### src/rtl/wptr_full_ctrl_pkg.sv
// Shared widths, pointer type and Gray helper for the write-side FIFO controller.
package wptr_full_ctrl_pkg;

    localparam int unsigned ADDR_WIDTH = 4;
    localparam int unsigned WPTR_WIDTH = ADDR_WIDTH + 1;
    localparam int unsigned DEPTH      = 1 << ADDR_WIDTH;

    typedef logic [WPTR_WIDTH-1:0] ptr_t;
    typedef logic [ADDR_WIDTH-1:0] addr_t;

    function automatic ptr_t bin2gray(input ptr_t b);
        return b ^ (b >> 1);
    endfunction

endpackage

### src/rtl/wptr_full_ctrl_if.sv
// Write-domain bundle between the producer/memory side and the pointer controller.
import wptr_full_ctrl_pkg::*;

interface wptr_full_ctrl_if;
    logic  winc;
    ptr_t  rptr_sync;
    logic  wen;
    addr_t waddr;
    ptr_t  wptr;
    logic  wfull;
    logic  wafull;
    ptr_t  wlevel;
    logic  overflow;

    modport master (
        output winc, rptr_sync,
        input  wen, waddr, wptr, wfull, wafull, wlevel, overflow
    );

    modport slave (
        input  winc, rptr_sync,
        output wen, waddr, wptr, wfull, wafull, wlevel, overflow
    );
endinterface

### src/rtl/wptr_full_ctrl_gray2bin.sv
// Combinational Gray-to-binary converter; shared with the read-side empty controller.
module gray2bin #(
    parameter int unsigned WIDTH = 5
) (
    input  logic [WIDTH-1:0] gray,
    output logic [WIDTH-1:0] bin
);

    // Each binary bit is the XOR of all Gray bits at or above it.
    always_comb begin
        bin = '0;
        for (int unsigned j = 0; j < WIDTH; j++) begin
            bin[j] = ^(gray >> j);
        end
    end

endmodule

### src/rtl/wptr_full_ctrl.sv
// Write-domain pointer/full controller: Gray write pointer, full/almost-full, level, overflow.
import wptr_full_ctrl_pkg::*;

module wptr_full_ctrl #(
    parameter int unsigned AFULL_LEVEL = 12
) (
    input logic             clk,
    input logic             rst,
    wptr_full_ctrl_if.slave bus
);

    ptr_t wbin;
    ptr_t wptr_q;
    ptr_t wlevel_q;
    logic wfull_q;
    logic wafull_q;
    logic overflow_q;

    logic wen;
    ptr_t wbin_next;
    ptr_t wgray_next;
    ptr_t rptr_full_cmp;
    ptr_t rbin;
    ptr_t wlevel_next;
    logic wfull_next;
    logic wafull_next;

    gray2bin #(.WIDTH(WPTR_WIDTH)) u_gray2bin (
        .gray (bus.rptr_sync),
        .bin  (rbin)
    );

    // Registered wfull gates the strobe, so a write in the cycle the reader frees a slot is still dropped.
    assign wen         = bus.winc & ~wfull_q & ~rst;
    assign wbin_next   = wbin + ptr_t'(wen);
    assign wgray_next  = bin2gray(wbin_next);

    assign rptr_full_cmp = {~bus.rptr_sync[WPTR_WIDTH-1 -: 2], bus.rptr_sync[WPTR_WIDTH-3:0]};
    assign wfull_next    = (wgray_next == rptr_full_cmp);
    assign wlevel_next   = wbin_next - rbin;
    assign wafull_next   = (32'(wlevel_next) >= AFULL_LEVEL);

    always_ff @(posedge clk or posedge rst) begin
        if (rst) begin
            wbin       <= '0;
            wptr_q     <= '0;
            wfull_q    <= 1'b0;
            wafull_q   <= 1'b0;
            wlevel_q   <= '0;
            overflow_q <= 1'b0;
        end else begin
            wbin     <= wbin_next;
            wptr_q   <= wgray_next;
            wfull_q  <= wfull_next;
            wafull_q <= wafull_next;
            wlevel_q <= wlevel_next;
            if (bus.winc && wfull_q) begin
                overflow_q <= 1'b1;
            end
        end
    end

    assign bus.wen      = wen;
    assign bus.waddr    = wbin[ADDR_WIDTH-1:0];
    assign bus.wptr     = wptr_q;
    assign bus.wfull    = wfull_q;
    assign bus.wafull   = wafull_q;
    assign bus.wlevel   = wlevel_q;
    assign bus.overflow = overflow_q;

endmodule

### src/flat_wrapper.sv
// flat-port wrapper written by rule: the top's interface ports become plain ports
module wptr_full_ctrl_flat 
#(
    parameter int unsigned AFULL_LEVEL = 12
)
  (clk, rst, bus_winc, bus_rptr_sync, bus_wen, bus_waddr, bus_wptr, bus_wfull, bus_wafull, bus_wlevel, bus_overflow);
  wptr_full_ctrl_if bus_i ();
  input logic clk;
  input logic rst;
  input wire logic [$bits(bus_i.winc)-1:0] bus_winc;
  input wire logic [$bits(bus_i.rptr_sync)-1:0] bus_rptr_sync;
  output wire logic [$bits(bus_i.wen)-1:0] bus_wen;
  output wire logic [$bits(bus_i.waddr)-1:0] bus_waddr;
  output wire logic [$bits(bus_i.wptr)-1:0] bus_wptr;
  output wire logic [$bits(bus_i.wfull)-1:0] bus_wfull;
  output wire logic [$bits(bus_i.wafull)-1:0] bus_wafull;
  output wire logic [$bits(bus_i.wlevel)-1:0] bus_wlevel;
  output wire logic [$bits(bus_i.overflow)-1:0] bus_overflow;
  assign bus_i.winc = bus_winc;
  assign bus_i.rptr_sync = bus_rptr_sync;
  assign bus_wen = bus_i.wen;
  assign bus_waddr = bus_i.waddr;
  assign bus_wptr = bus_i.wptr;
  assign bus_wfull = bus_i.wfull;
  assign bus_wafull = bus_i.wafull;
  assign bus_wlevel = bus_i.wlevel;
  assign bus_overflow = bus_i.overflow;
  wptr_full_ctrl #(.AFULL_LEVEL(AFULL_LEVEL)) u_core (.clk(clk), .rst(rst), .bus(bus_i));
endmodule
### config.mk
export PLATFORM = sky130hd
export DESIGN_NAME = wptr_full_ctrl_flat
export DESIGN_NICKNAME = d
export VERILOG_FILES = /design/src/rtl/wptr_full_ctrl_pkg.sv /design/src/rtl/wptr_full_ctrl_if.sv /design/src/rtl/wptr_full_ctrl_gray2bin.sv /design/src/rtl/wptr_full_ctrl.sv /design/src/flat_wrapper.sv
export SDC_FILE = /design/constraint.sdc
export NUM_CORES = 1
export LEC_CHECK = 0
export BUFFER_PORTS_ARGS = -buffer_cell sky130_fd_sc_hd__buf_2
export CELL_PAD_IN_SITES_DETAIL_PLACEMENT = 0
export CELL_PAD_IN_SITES_GLOBAL_PLACEMENT = 1
export CORE_UTILIZATION = 36
export DETAILED_ROUTE_END_ITERATION = 16
export GPL_TIMING_DRIVEN = 0
export PLACE_DENSITY = 0.71
export SYNTH_ARGS = -nofsm -noshare
export SYNTH_HDL_FRONTEND = slang
export SYNTH_HIERARCHICAL = 1
export SYNTH_SLANG_ARGS = --single-unit
### constraint.sdc
create_clock -name clk -period 2.5 [get_ports clk]
set_clock_uncertainty 0.15 [all_clocks]
set_input_delay 0.375 -clock clk [delete_from_list [all_inputs] [get_ports clk]]
set_output_delay 0.375 -clock clk [all_outputs]
set_load 0.005 [all_outputs]
==> results.yml, run 1 <==
yosys:
  synthTopCellsByArea: "dfrtp_1 44%, xnor2_1 13%, ha_1 6.5%"
  yosys.area.top_type: "dfrtp_1"
  syn_nets: 94
  synth_warnings: 6
  ys_seq_elements: 17
  synth.cell_area_um2: 965
  synth_seq_area_share_pct: 44.1
  synth-edff-count: 0
  synth-main-ff-cell: "dfrtp_1"
  yosysUniqueCellTypes: 26
  synthArstFlopShare_pct: 100
  synth_top_area_share_pct: 44.1
  avgSynthCellArea_um2: 12.1
  syn_inst: 80
floorplanning:
  die_w_um: 53.8
  pin_count: 26
  fp.coreArea_mm2: 0.00250
  fp.dieArea_mm2: 0.00289
  core.rowCount: 18
  die_h_um: 53.8
  initial_core_util_pct: 38.6
cells_and_area:
  syn_to_final_growth_pct: 37.9
  final_util_pct: 53.2
  diodes: 0
  layout.nets: 132
  drive_gt1_share_pct: 48.7
  layout.cells.non_filler: 147
sta:
  period_minus_slack_ns: 2.57
  rsz0062_at_grt: "true"
  tightest_slew_ns: 0.628
  max_freq_mhz: 389
  fin_tns_setup_ns: -0.0695
  fin_hold_ws_ns: 0.0276
  slew_headroom_pct: 58.1
  fin_crit_sh_pct: 103
  slew_viol_final: 0
  setup_ws_ns: -0.0695
  hold_viol: 0
  setup_viol: 1
critical_path:
  path_class: "flip-flop to flip-flop"
  worstPathRequired_ns: 2.53
  arrival_ns: 2.60
  worstPathMaxFanout: 3
  ff2ff_path_depth: 8
  start_kind: "flip-flop"
  cp-end-kind: "flip-flop"
power_and_ir_drop:
  p_per_area_mw_per_mm2: 1290
  max-vdd-ir-drop_uv: 644
  p_leak_uw: 0.000654
detailed_routing:
  drtAntennaViolNets: 0
  post_drt_wl_per_cell_um: 13.6
  vias: 675
  firstDrtPassIters: 5
  routed_wl_um: 2000
  drt_iter0_markers: 12
  drc: 0
  via_per_inst: 4.59
global_routing:
  grtUsageTotal_pct: 15.5
  grt_max_degree: 18
  grt_pass1_wl_um: 3060
  grt_pass1_vias: 677
  grt_overflow: 0
  antenna_found_initial: 0
clocking:
  holdBufCountCts: 0
  numCtsBuffers: 3
  clk_pin_slew_worst_paths_ns: 0.09
  cts_tree: "built"
  clock_latency_ns: 0.27
  cts_sinks: 17
  h-tree-depth: 1
  clock_path_buffers: 2
  root_buffer: "clkbuf_4"
place:
  port_buffers: 25
  hpwl_um: 1360
  place_inst: 135
  globalplace.congestion: 0.756
job:
  max_cap_violations: 0
hold_path:
  hp-class: "primary input to asynchronous set/reset pin"
status:
  violations: "setup timing"
  outcome: "finished with violations"
## path summary, 6_finish.rpt
check	start	end	slack, ns
max reg2reg	u_core/bus.wfull$_DFF_PP0_	u_core/bus.wfull$_DFF_PP0_	-0.07
min reg2reg	u_core/bus.overflow$_DFFE_PP0P_	u_core/bus.overflow$_DFFE_PP0P_	0.31
min	rst	u_core/bus.wptr[2]$_DFF_PP0_	0.03
min in group clk	bus_winc	u_core/bus.overflow$_DFFE_PP0P_	0.16
max in group asynchronous	rst	u_core/wbin[2]$_DFF_PP0_	1.77
max	u_core/bus.wfull$_DFF_PP0_	u_core/bus.wfull$_DFF_PP0_	-0.07
## cell usage after synthesis, drive strengths merged (2+ instances only)
cell / number
inv: 10
nand3: 3
ha: 5
nand2: 3
dfrtp: 17
xor2: 7
maj3: 2
a21o: 2
xnor2: 15
a21oi: 2
## metal layers
layer / share of wire [%] / global-route usage (%) / wire (um) / vias up
met5: 0 / 0 / 0 / -
met4: 1.4 / 9.21 / 27 / 0
met3: 3.6 / 1.69 / 72 / 2
met2: 51 / 23.9 / 1010 / 17
met1: 44 / 20.8 / 887 / 320
li1: - / - / - / 336
## logic make-up after synthesis
group | share of synthesized area (%)
adders and majority gates | 10.6
xor gates and xnor gates | 23.9
buffers and inverters | 4.67
AOI/OAI and AO/OA | 7.78
DFF | 44.1
and+or+nand+nor | 8.95
## sequential cells by signal (all words and copies together), names as in the netlist
signal and flops:
u_core/bus.wfull 1, u_core/bus.wlevel 5, u_core/bus.wptr 4, u_core/bus.wafull 1, u_core/bus.overflow 1, u_core/wbin 5
## stage by stage
stage	cell area [um^2]	total power [uW]	setup slack (ns)
after floorplan	998	1110	0.0403
after global placement	1160	1360	-0.237
after detailed placement	1160	1380	-0.262
after CTS	1260	1600	-0.0374
after global routing	1330	1880	-0.155
final	1330	1720	-0.0695
## critical path: stages, from the launching register on
cell      delay (ns)
dfrtp_1         0.40
nor3b_2         0.20
ha_2            0.26
ha_4            0.16
a21boi_4        0.19
o21ai_2         0.09
and3_4          0.19
or4_4           0.53
a221oi_4        0.30
## timing repair
| action | CTS | global route |
|---|---|---|
| buffers inserted | 7 | 1 |
| endpoints found under the setup margin | 2 | 3 |
| gates resized for setup | 4 | 8 |
| pin swaps | 7 | 5 |
## area by class of cell
type / instances / area [um^2]
tap: 30 / 37.5
clock buffer: 4 / 26.3
multi-input combinational: 52 / 611
fill: 225 / 1170
inverter: 10 / 37.5
sequential: 17 / 425
timing repair buffer: 33 / 185
buffer: 1 / 7.51
## cells in the final DEF, fill, tap and decap left out, types with 2 or more instances in the layout
master / instances
maj3_2: 2
clkbuf_4: 3
dfrtp_1: 17
a21oi_1: 2
ha_2: 2
xnor2_2: 3
nand2_1: 3
xor2_1: 6
a21o_1: 2
buf_4: 9
inv_1: 10
buf_2: 25
nand3_1: 2
ha_4: 2
xnor2_1: 11
## report_power, final
part           internal, uW  total [uW]  switching [uW]
registers               419         535             115
logic                   566        1050             479
clock network          61.8         140            77.9
No activity file was read; power rests on OpenSTA's default activity.
==> run 2, diff against run 1 <==
- ABC_AREA: not set -> 1
- CORE_UTILIZATION: 36 -> 33
- PLACE_DENSITY: 0.71 -> 0.7
==> run 2 against run 1 <==
The run now ends clean. Worst hold slack improved by 0.13 ns. Register-to-register slack improved by 0.35 ns. Final area down 0.38%. Utilization is 10 points lower. Non-clock buffer count shrank 5. Final cell count increased by 50%. Critical path depth up 3. Critical path type unchanged. Largest power group unchanged. Highest routed layer unchanged.
==> results.yml, run 2 <==
yosys:
  synth.cell_area_mm2: 0.00108
  ys_seq_elements: 17
  yosysUniqueCellTypes: 19
  synth_warnings: 6
  synth_top_area_share_pct: 39.4
  avgSynthCellArea_um2: 7.40
  synth_most_common_cell: "nand2_1"
  synth-main-ff-cell: "dfrtp_1"
  synth_commonest_cells: "50 x nand2_1, 23 x inv_1, 22 x nand3_1"
  yosys.area.top_type: "dfrtp_1"
  synthTopCellsByArea: "dfrtp_1 39%, nand2_1 17%, nand3_1 10%"
  syn_inst: 146
  syn_nets: 160
  synthArstFlopShare_pct: 100
  synth-edff-count: 0
  synth_seq_area_share_pct: 39.4
critical_path:
  ff2ff_path_depth: 11
  worstPathRequired_ns: 2.51
  startpoint: "u_core/bus.wfull$_DFF_PP0_"
  cp-end-kind: "flip-flop"
  r2r_start: "u_core/bus.wfull$_DFF_PP0_"
  r2r_setup_slack_ns: 0.28
  arrival_ns: 2.23
  path_class: "flip-flop to flip-flop"
  start_kind: "flip-flop"
  worstPathMaxFanout: 4
  r2r_end: "u_core/bus.wafull$_DFF_PP0_"
cells_and_area:
  drive_gt1_share_pct: 24.9
  diodes: 0
  layout.cells.non_filler: 221
  final_common_cell: "nand2_1"
  syn_to_final_growth_pct: 22.6
  layout.nets: 192
  layout_common_cells: "50 x nand2_1, 25 x buf_2, 22 x inv_1, 22 x nand3_1, 17 x dfrtp_1"
floorplanning:
  fp.coreArea_mm2: 0.00308
  pin_count: 26
  die_w_um: 59.2
  fp.dieArea_mm2: 0.00351
  die_h_um: 59.2
  core.rowCount: 20
  initial_core_util_pct: 35.1
global_routing:
  grt_pass1_wl_um: 4020
  grtUsageTotal_pct: 15.4
  grt_pass1_vias: 951
  grt_max_degree: 18
  antenna_found_initial: 0
  grt_overflow: 0
hold_path:
  min_to: "u_core/bus.overflow$_DFFE_PP0P_"
  hp-class: "primary input to flip-flop"
  min_from: "bus_winc"
  hold_depth: 2
detailed_routing:
  firstDrtPassIters: 4
  via_per_inst: 4.48
  drt_iter0_markers: 18
  drc: 0
  routed_wl_um: 2260
  vias: 989
  post_drt_wl_per_cell_um: 10.2
  drtAntennaViolNets: 0
sta:
  period_minus_slack_ns: 2.22
  hold_viol: 0
  slew_headroom_pct: 81.1
  max_freq_mhz: 451
  fin_crit_sh_pct: 88.7
  rsz0062_at_grt: "false"
  setup_viol: 0
  fin_tns_setup_ns: 0
  tightest_slew_ns: 0.281
  slew_viol_final: 0
power_and_ir_drop:
  switchingPower_uw: 671
  max-vdd-ir-drop_uv: 285
  p_leak_uw: 0.000761
  seq_power_share_pct: 31.8
  p_per_area_mw_per_mm2: 1140
  comb_power_share_pct: 59.0
  p_int_uw: 837
  clkPwrFrac_pct: 9.2
  sw_frac_of_total_pct: 44.5
job:
  max_cap_violations: 0
place:
  hpwl_um: 1910
  globalplace.congestion: 0.812
  place_inst: 215
  port_buffers: 25
clocking:
  clock_latency_ns: 0.28
  cts_sinks: 17
  numCtsBuffers: 3
  clk_pin_slew_worst_paths_ns: 0.09
  root_buffer: "clkbuf_4"
  clock_path_buffers: 2
  cts_tree: "built"
  h-tree-depth: 1
status:
  outcome: "completed"
## run 2: cell types whose count changed after synthesis, moves of 2 or more
cell and change:
nand2_1 +47, nand3_1 +19, inv_1 +13, xnor2_1 -11
nand2_2 +7, nand4_1 +5, xor2_1 -5, nor2_1 +3
maj3_1 -2, nand3b_1 +2
## run 2: cell type report
class	count	area, um^2
Buffer	2	18.8
Clock buffer	3	22.5
Clock inverter	1	5.00
Fill cell	345	1750
Inverter	24	93.8
Multi-Input combinational cell	103	562
Sequential cell	17	425
Tap cell	44	55.1
Timing Repair Buffer	27	143
## run 2: worst max-delay path by stage
stage          cells after the start                           to  slack [ns]
2_1_floorplan                     11  u_core/bus.wafull$_DFF_PP0_        0.02
3_3_place_gp                      12  u_core/bus.wafull$_DFF_PP0_       -0.31
3_5_place_dp                      12  u_core/bus.wafull$_DFF_PP0_       -0.34
4_1_cts                           11  u_core/bus.wafull$_DFF_PP0_        0.22
5_1_grt                           11  u_core/bus.wafull$_DFF_PP0_        0.05
6_report                          11  u_core/bus.wafull$_DFF_PP0_        0.28
## run 2: through the flow
stage | setup slack (ns) | util (%) | hold WS (ns) | total power (uW) | cell area (um^2)
after floorplan | 0.0197 | - | 0.0628 | 1090 | 1100
after global placement | -0.307 | 41.5 | 0.227 | 1360 | 1280
after detailed placement | -0.345 | 41.5 | 0.234 | 1380 | 1280
after CTS | 0.219 | 43.0 | 0.153 | 1530 | 1320
after global routing | 0.0465 | 43.0 | 0.161 | 1710 | 1330
final | 0.282 | 43.0 | 0.158 | 1510 | 1330
## run 2: cell families after synthesis
logic type               count (synthesis)  synth area share [%]
AND/OR/NAND/NOR                         90                  37.8
buffers and inverters                   26                  10.1
flip-flops                              17                  39.4
adder cells (fa/ha/maj)                  6                  7.64
XOR/XNOR                                 4                  3.24
AO/OA/AOI/OAI                            3                  1.85
## run 2: worst max-delay path, cell delays in order (launching register included)
cell and delay [ns]:
dfrtp_1 0.40, nor2_1 0.15, ha_2 0.25, nand3_1 0.11, nand2_1 0.09, nand2_1 0.15, ha_1 0.36, inv_1 0.06
o21bai_1 0.13, inv_1 0.06, nand3_1 0.09, nand3_1 0.09
## run 2: what timing repair did
item,4_1_cts,5_1_grt
hold buffers,1,0
setup endpoints to repair,1,1
gates resized for setup,0,1
buffers inserted,1,0
endpoints found under the hold margin,17,0
## run 2: routing by layer
metal	GRT usage, %	vias to the layer above	routed length, um
met3	1.31	4	87
li1	-	521	-
met5	0	-	0
met4	7.14	0	40
met1	20.1	445	1070
met2	25.5	19	1060
## run 2: power by group through the flow
stage / Sequential, uW / Clock, uW / Combinational, uW
detailed placement: 488 / 0 / 893
CTS: 481 / 146 / 900
global placement: 481 / 0 / 884
floorplan: 505 / 0 / 585
global route: 498 / 165 / 1050
finish: 479 / 139 / 890
